[src/rtl/inst_fetch_pkg.sv]
// -----------------------------------------------------------------------------
// inst_fetch_pkg
// Shared constants and types for the instruction fetch stage.
//   DEF_PC_WIDTH  default byte-address width of the PC
//   DEF_RESET_PC  default PC loaded on reset (word aligned)
//   PC_STEP       byte increment between sequential fetches
//   INST_NOP      instruction shown to ID when nothing is buffered
//   rsp_action_e  what the fetch stage does with a memory response
//   cnt_width()   width of counters that must hold 0..depth inclusive
// -----------------------------------------------------------------------------
package inst_fetch_pkg;

    localparam int          DEF_PC_WIDTH = 10;
    localparam logic [31:0] DEF_RESET_PC = 32'h0000_0000;
    localparam logic [31:0] PC_STEP      = 32'd4;
    localparam logic [31:0] INST_NOP     = 32'h0000_0013;

    typedef enum logic [1:0] {
        RSP_NONE,
        RSP_DROP,
        RSP_KEEP
    } rsp_action_e;

    function automatic int cnt_width(input int depth);
        return $clog2(depth) + 1;
    endfunction

endpackage

[src/rtl/inst_fetch_fifo.sv]
// -----------------------------------------------------------------------------
// fetch_fifo
// Generic synchronous FIFO with a registered head entry.
//   clk, rst      clock and synchronous active-high reset
//   push, wdata   write an entry (ignored when full unless a pop frees a slot)
//   pop           remove the head entry (ignored when empty)
//   flush         empty the FIFO; the head register keeps its last value
//   count         number of stored entries (0..DEPTH)
//   full, empty   status flags
//   head          registered copy of the oldest entry; holds when empty
// -----------------------------------------------------------------------------
module fetch_fifo #(
    parameter int               WIDTH      = 8,
    parameter int               DEPTH      = 2,
    parameter logic [WIDTH-1:0] RESET_HEAD = '0
) (
    input  logic                     clk,
    input  logic                     rst,
    input  logic                     push,
    input  logic [WIDTH-1:0]         wdata,
    input  logic                     pop,
    input  logic                     flush,
    output logic [$clog2(DEPTH):0]   count,
    output logic                     full,
    output logic                     empty,
    output logic [WIDTH-1:0]         head
);

    localparam int            AW      = $clog2(DEPTH);
    localparam logic [AW:0]   DEPTH_C = (AW + 1)'(DEPTH);
    localparam logic [AW:0]   ONE_C   = (AW + 1)'(1);

    logic [WIDTH-1:0] mem_q [DEPTH];
    logic [WIDTH-1:0] mem_d [DEPTH];
    logic [AW-1:0]    rd_ptr_q, rd_ptr_d;
    logic [AW-1:0]    wr_ptr_q, wr_ptr_d;
    logic [AW:0]      count_q, count_d;
    logic [WIDTH-1:0] head_q, head_d;
    logic             do_push, do_pop;

    assign empty   = (count_q == '0);
    assign full    = (count_q == DEPTH_C);
    assign do_pop  = pop && !empty;
    assign do_push = push && (!full || do_pop);
    assign count   = count_q;
    assign head    = head_q;

    // The head register is kept equal to the oldest entry so the consumer
    // sees a flop output. It only changes when the oldest entry changes:
    // a push into an (effectively) empty FIFO, or a pop that exposes the
    // next stored entry.
    always_comb begin
        mem_d    = mem_q;
        rd_ptr_d = rd_ptr_q;
        wr_ptr_d = wr_ptr_q;
        count_d  = count_q;
        head_d   = head_q;
        if (flush) begin
            rd_ptr_d = '0;
            wr_ptr_d = '0;
            count_d  = '0;
        end else begin
            if (do_push) begin
                mem_d[wr_ptr_q] = wdata;
                wr_ptr_d        = wr_ptr_q + AW'(1);
            end
            if (do_pop) begin
                rd_ptr_d = rd_ptr_q + AW'(1);
            end
            count_d = count_q + (AW + 1)'(do_push) - (AW + 1)'(do_pop);
            if (do_push && (empty || (do_pop && count_q == ONE_C))) begin
                head_d = wdata;
            end else if (do_pop && count_q > ONE_C) begin
                head_d = mem_q[rd_ptr_q + AW'(1)];
            end
        end
    end

    always_ff @(posedge clk) begin
        if (rst) begin
            for (int i = 0; i < DEPTH; i++) begin
                mem_q[i] <= '0;
            end
            rd_ptr_q <= '0;
            wr_ptr_q <= '0;
            count_q  <= '0;
            head_q   <= RESET_HEAD;
        end else begin
            mem_q    <= mem_d;
            rd_ptr_q <= rd_ptr_d;
            wr_ptr_q <= wr_ptr_d;
            count_q  <= count_d;
            head_q   <= head_d;
        end
    end

endmodule

[src/rtl/inst_fetch.sv]
// -----------------------------------------------------------------------------
// inst_fetch
// Instruction fetch stage: produces the sequential PC stream, issues word
// fetches to instruction memory, buffers the returned words and presents
// {pc, inst} to the decode stage. Honours decode back-pressure and EX
// redirects; responses in flight at a redirect are discarded.
//   clk, rst                   clock, synchronous active-high reset
//   imem_req_valid/ready/addr  fetch request handshake and byte address
//   imem_rsp_valid/data        in-order fetch responses
//   redirect_valid/pc          taken branch/jump from EX
//   id_valid/id_ready          handshake toward decode
//   pc, inst                   presented instruction and its PC
// -----------------------------------------------------------------------------
module inst_fetch
    import inst_fetch_pkg::*;
#(
    parameter int          PC_WIDTH   = DEF_PC_WIDTH,
    parameter int          FIFO_DEPTH = 2,
    parameter logic [31:0] RESET_PC   = DEF_RESET_PC
) (
    input  logic                clk,
    input  logic                rst,
    output logic                imem_req_valid,
    input  logic                imem_req_ready,
    output logic [PC_WIDTH-1:0] imem_addr,
    input  logic                imem_rsp_valid,
    input  logic [31:0]         imem_rsp_data,
    input  logic                redirect_valid,
    input  logic [PC_WIDTH-1:0] redirect_pc,
    output logic                id_valid,
    input  logic                id_ready,
    output logic [PC_WIDTH-1:0] pc,
    output logic [31:0]         inst
);

    localparam int                  CW             = cnt_width(FIFO_DEPTH);
    localparam int                  BW             = PC_WIDTH + 32;
    localparam logic [PC_WIDTH-1:0] RESET_FETCH_PC = RESET_PC[PC_WIDTH-1:0];
    localparam logic [PC_WIDTH-1:0] STEP           = PC_STEP[PC_WIDTH-1:0];
    localparam logic [CW:0]         DEPTH_C        = (CW + 1)'(FIFO_DEPTH);
    localparam logic [BW-1:0]       BUF_RESET_HEAD = {{PC_WIDTH{1'b0}}, INST_NOP};

    logic [PC_WIDTH-1:0] fetch_pc_q, fetch_pc_d;
    logic [CW-1:0]       outstanding_q, outstanding_d;
    logic [CW-1:0]       discard_q, discard_d;

    logic [CW-1:0]       buf_count, tag_count;
    logic                buf_full, buf_empty, tag_full, tag_empty;
    logic [BW-1:0]       buf_head;
    logic [PC_WIDTH-1:0] tag_head;
    logic [CW:0]         credits_used;
    logic                req_fire, rsp_fire, buf_push, buf_pop;
    rsp_action_e         rsp_action;

    // Every request holds a credit from issue until its instruction leaves
    // the buffer, so the buffer can never overflow.
    assign credits_used   = {1'b0, buf_count} + {1'b0, outstanding_q};
    assign imem_req_valid = !rst && !redirect_valid && (credits_used < DEPTH_C);
    assign imem_addr      = fetch_pc_q;
    assign req_fire       = imem_req_valid && imem_req_ready;

    // A response with nothing outstanding (e.g. a leftover from before a
    // reset) is not ours and is ignored.
    assign rsp_fire       = imem_rsp_valid && (outstanding_q != '0);

    // Responses in a redirect cycle, or owed to a pre-redirect request,
    // belong to the abandoned path.
    always_comb begin
        rsp_action = RSP_NONE;
        if (rsp_fire) begin
            if (redirect_valid || discard_q != '0) begin
                rsp_action = RSP_DROP;
            end else begin
                rsp_action = RSP_KEEP;
            end
        end
    end

    // On a redirect everything still in flight after this cycle is stale,
    // so discard is reloaded from the updated outstanding count rather
    // than accumulated; this cannot underflow across back-to-back redirects.
    always_comb begin
        fetch_pc_d    = fetch_pc_q;
        outstanding_d = outstanding_q + CW'(req_fire) - CW'(rsp_fire);
        discard_d     = discard_q;
        if (redirect_valid) begin
            fetch_pc_d = redirect_pc & ~PC_WIDTH'(3);
            discard_d  = outstanding_d;
        end else begin
            if (req_fire) begin
                fetch_pc_d = fetch_pc_q + STEP;
            end
            if (rsp_fire && discard_q != '0) begin
                discard_d = discard_q - CW'(1);
            end
        end
    end

    always_ff @(posedge clk) begin
        if (rst) begin
            fetch_pc_q    <= RESET_FETCH_PC;
            outstanding_q <= '0;
            discard_q     <= '0;
        end else begin
            fetch_pc_q    <= fetch_pc_d;
            outstanding_q <= outstanding_d;
            discard_q     <= discard_d;
        end
    end

    assign buf_push = (rsp_action == RSP_KEEP);
    assign buf_pop  = id_valid && id_ready && !redirect_valid;

    fetch_fifo #(
        .WIDTH      (BW),
        .DEPTH      (FIFO_DEPTH),
        .RESET_HEAD (BUF_RESET_HEAD)
    ) u_inst_buf (
        .clk   (clk),
        .rst   (rst),
        .push  (buf_push),
        .wdata ({tag_head, imem_rsp_data}),
        .pop   (buf_pop),
        .flush (redirect_valid),
        .count (buf_count),
        .full  (buf_full),
        .empty (buf_empty),
        .head  (buf_head)
    );

    // Tags follow requests, not the fetch path, so they are never flushed:
    // stale responses still need their tag popped.
    fetch_fifo #(
        .WIDTH      (PC_WIDTH),
        .DEPTH      (FIFO_DEPTH),
        .RESET_HEAD ('0)
    ) u_pc_tags (
        .clk   (clk),
        .rst   (rst),
        .push  (req_fire),
        .wdata (fetch_pc_q),
        .pop   (rsp_fire),
        .flush (1'b0),
        .count (tag_count),
        .full  (tag_full),
        .empty (tag_empty),
        .head  (tag_head)
    );

    assign id_valid = !buf_empty;
    assign pc       = buf_head[BW-1:32];
    assign inst     = buf_empty ? INST_NOP : buf_head[31:0];

    a_rsp_has_request : assert property (@(posedge clk) disable iff (rst)
        imem_rsp_valid |-> !tag_empty);
    a_tags_track_outstanding : assert property (@(posedge clk) disable iff (rst)
        tag_count == outstanding_q);
    a_tag_queue_room : assert property (@(posedge clk) disable iff (rst)
        req_fire |-> !tag_full);
    a_buffer_room : assert property (@(posedge clk) disable iff (rst)
        (rsp_action == RSP_KEEP) |-> (!buf_full || buf_pop));

endmodule

[config.mk]
export PLATFORM = sky130hd
export DESIGN_NAME = inst_fetch
export DESIGN_NICKNAME = d
export VERILOG_FILES = /design/src/rtl/inst_fetch_pkg.sv /design/src/rtl/inst_fetch_fifo.sv /design/src/rtl/inst_fetch.sv
export SDC_FILE = /design/constraint.sdc
export NUM_CORES = 1
export LEC_CHECK = 0
export ABC_AREA = 1
export CORE_MARGIN = 4
export CORE_UTILIZATION = 42
export CTS_CLUSTER_DIAMETER = 30
export DETAILED_ROUTE_END_ITERATION = 6
export GPL_TIMING_DRIVEN = 0
export SYNTH_ARGS = -nofsm -noshare
export SYNTH_HDL_FRONTEND = slang
export SYNTH_SLANG_ARGS = --single-unit
[constraint.sdc]
create_clock -name clk -period 3.6 [get_ports clk]
set_input_delay 0.36 -clock clk [delete_from_list [all_inputs] [get_ports clk]]
set_output_delay 0.36 -clock clk [all_outputs]
set_load 0.02 [all_outputs]
==> metrics <==
Fin Setup TNS=0 ns; post-route core utilization=52.4%; number of buffers added on ports=94; TritonCTS clock tree=done; post-cts sizing count=0; largest net degree at the start of global routing=17; Max-Cap Viols=0; crit path cell chain=nand2_1 -> inv_1 -> fa_1 -> nor2_1 -> nand2_1 -> inv_1 -> clkdlybuf4s50_1; DP Worst Slack=1.02 ns; worst slew pin tran=0.700 ns; FILL cells=2104; Post-CTS Setup Bufs=0; clock sink count=164; row count=51; final worst path period share=75.3%; WP buf/inv=3; Critical Path RT=3.24 ns; r2r setup slk=1.05 ns; Core ar.=0.0195 mm2; cell area after synthesis=0.00837 mm2; CP Capture Type=primary output; Layout area overhead=22.3%; total power draw=4860 uW; Num CTS Buffers=17; TritonRoute pass-1 iters=7; crit path launch type=register; Pint=3480 uW; Final nets=1541; Total GRT Usage=21.7%; Hold Crit Class=in -> reg; P_sw=1380 uW; crit path DAT=2.35 ns; Post-DRT Antenna Nets=0; layout cell share with drive strength beyond 1=5.57%; I/O Pins=102; root buffer cell=clkbuf_16; GRT Residual Overflow=0; ANT cells=0; vias in the first global route=7542; Async SR Flop Fraction=0%; first-pass GRT wire length=38.4 mm; PD cells=475 mW/mm2; peak supply drop=0.347 mV; Residual DRC=0; Die Height=149 um; register bit total from synthesis=164; H-Tree Depth=4; syn_area_per_cell=6.12 um2; hold path depth=2; Starting Density=42.8%; R2R depth=12; CP Max Fanout=4; vias after detailed routing=8247; Yosys warning count=0; Stages on worst setup path=7; Worst-path clk slew=0.06 ns; clock power share=38.5%; total wire length=23.8 mm; P_leak=0.00512 uW; Setup violations, final=0; Die Wd=149 um; switching fraction of total power=28.4%; number of DRC markers in iteration 0=424; DIE AREA=0.0222 mm2; max-slew violation count=0; Synth Instances=1368; max_slew headroom=53.3%; ys flop type=dfxtp_1; HPWL after detailed placement=17.0 mm; critical path class=reg -> out; hold buffers post-CTS=0; number of flops mapped to enable cells by yosys=0; Unique masters post-synth=30; fmax=369 MHz; routed length per placed instance=13.5 um; RSZ-0062 raised after global routing=false; cell at the slowest stage of the critical path=clkdlybuf4s50_1; gp weighted congestion=0.836; Flop pwr share=42.3%; initial antenna violation count=0; Longest Clk Path Bufs=2; slowest stage delay, CP=0.60 ns; later-pin clock latency in the skew report=0.43 ns; status=complete, no violations; part of the power in combinational logic=19.2%; final worst path period need=2.71 ns; final hold viol count=0; Worst Skew=0.0121 ns; setup slack after layout=0.889 ns; CP delay by family, top=buffers and inverters; Via density=4.70; Seq/Total Area, Yosys=39.2%
sequential cells by signal, summed over array words and instances (netlist names), 2 cells and up:
register and flops:
outstanding_q 2, imem_addr 8, u_pc_tags.mem_q 16, discard_q 2, u_pc_tags.head 8, u_pc_tags.count 2
u_inst_buf.mem_q 80, u_inst_buf.head 40, u_inst_buf.count 2
cells in the mapped netlist, types with 3 or more instances:
cell type / n / area (um2)
a21oi_1: 18 / 90.1
a31oi_1: 3 / 18.8
and2_1: 4 / 25.0
buf_1: 4 / 15.0
buf_2: 27 / 135
buf_4: 15 / 113
clkbuf_1: 43 / 161
dfxtp_1: 164 / 3280
ha_1: 8 / 100
inv_1: 169 / 634
inv_2: 3 / 11.3
nand2_1: 401 / 1510
nand2_2: 3 / 18.8
nand3_1: 106 / 531
nand3b_1: 8 / 60.1
nor2_1: 303 / 1140
nor2_2: 3 / 18.8
o21ai_0: 62 / 310
or2_2: 4 / 25.0
xor2_1: 6 / 52.6
cells in the final DEF (no fill, tap or decap), types with 4 or more instances in the layout:
| master | Yosys | layout |
|---|---|---|
| buf_4 | 15 | 15 |
| clkbuf_16 | 0 | 17 |
| nand2_1 | 401 | 401 |
| nand3b_1 | 8 | 8 |
| and2_1 | 4 | 4 |
| buf_2 | 27 | 27 |
| dfxtp_1 | 164 | 164 |
| o21ai_0 | 62 | 62 |
| nand3_1 | 106 | 106 |
| or2_2 | 4 | 4 |
| xor2_1 | 6 | 6 |
| a21oi_1 | 18 | 18 |
| conb_1 | 1 | 4 |
| clkdlybuf4s50_1 | 0 | 94 |
| bufinv_16 | 0 | 4 |
| buf_1 | 4 | 4 |
| clkbuf_1 | 43 | 45 |
| inv_1 | 169 | 169 |
| ha_1 | 8 | 8 |
| nor2_1 | 303 | 303 |
kinds of logic (layout without fill, tap and decap cells):
kind of cell / after synthesis / in the layout / share of synthesized area (%)
other: 1 / 4 / 0.0448
AOI/OAI and AO/OA: 86 / 86 / 5.28
xor gates and xnor gates: 7 / 7 / 0.733
DFF: 164 / 164 / 39.2
and+or+nand+nor: 839 / 839 / 40.4
adders and majority gates: 9 / 9 / 1.44
buffers and inverters: 262 / 382 / 12.9
worst reg2reg max path, cell delays in order, from the launching register on:
cell and delay [ns]:
dfxtp_1 0.42, nand2_1 0.07, inv_1 0.07, fa_1 0.41
nor2_1 0.22, nand3_2 0.23, ha_1 0.34, inv_1 0.04
ha_1 0.17, xor2_1 0.17, xor2_1 0.21, nor2_1 0.06
nor2_1 0.09
worst paths after layout:
kind	start	end
setup / recovery	u_inst_buf.count[0]	imem_req_valid
hold / removal	rst	imem_addr[2]
setup reg to reg	u_inst_buf.count[0]	discard_q[1]
hold reg to reg	u_inst_buf.wr_ptr_q	u_inst_buf.wr_ptr_q
power groups by stage:
stage / Clock [uW] / Sequential, uW / Combinational, uW
finish: 1870 / 2060 / 935
global route: 1970 / 2080 / 1070
CTS: 1910 / 2060 / 938
detailed placement: 0 / 2090 / 932
global placement: 0 / 2090 / 924
floorplan: 0 / 2080 / 644
routing by layer:
metal	vias up	track usage, %	share of wire [%]
met2	172	35.8	45
met4	0	5.90	1.6
met3	30	3.34	4.3
met1	3714	29.6	49
li1	4331	-	-
met5	-	0	0
per-stage QoR:
stage / instances / hold WS [ns] / area (um2)
finish: 1756 / 0.289 / 10200
CTS: 1756 / 0.269 / 10200
detailed placement: 1730 / 0.486 / 9650
global placement: 1730 / 0.466 / 9650
global route: 1756 / 0.287 / 10200
floorplan: 1371 / 0.452 / 8380
layout make-up:
cell class | instances | area, um2 | area share, %
sequential | 164 | 3280 | 32.1
timing repair buffer | 94 | 941 | 9.20
buffer | 89 | 424 | 4.15
inverter | 173 | 652 | 6.37
tap | 265 | 332 | 3.24
clock buffer | 20 | 447 | 4.37
clock inverter | 6 | 133 | 1.30
multi-input combinational | 945 | 4020 | 39.3
(Power assumes the default switching activity.)
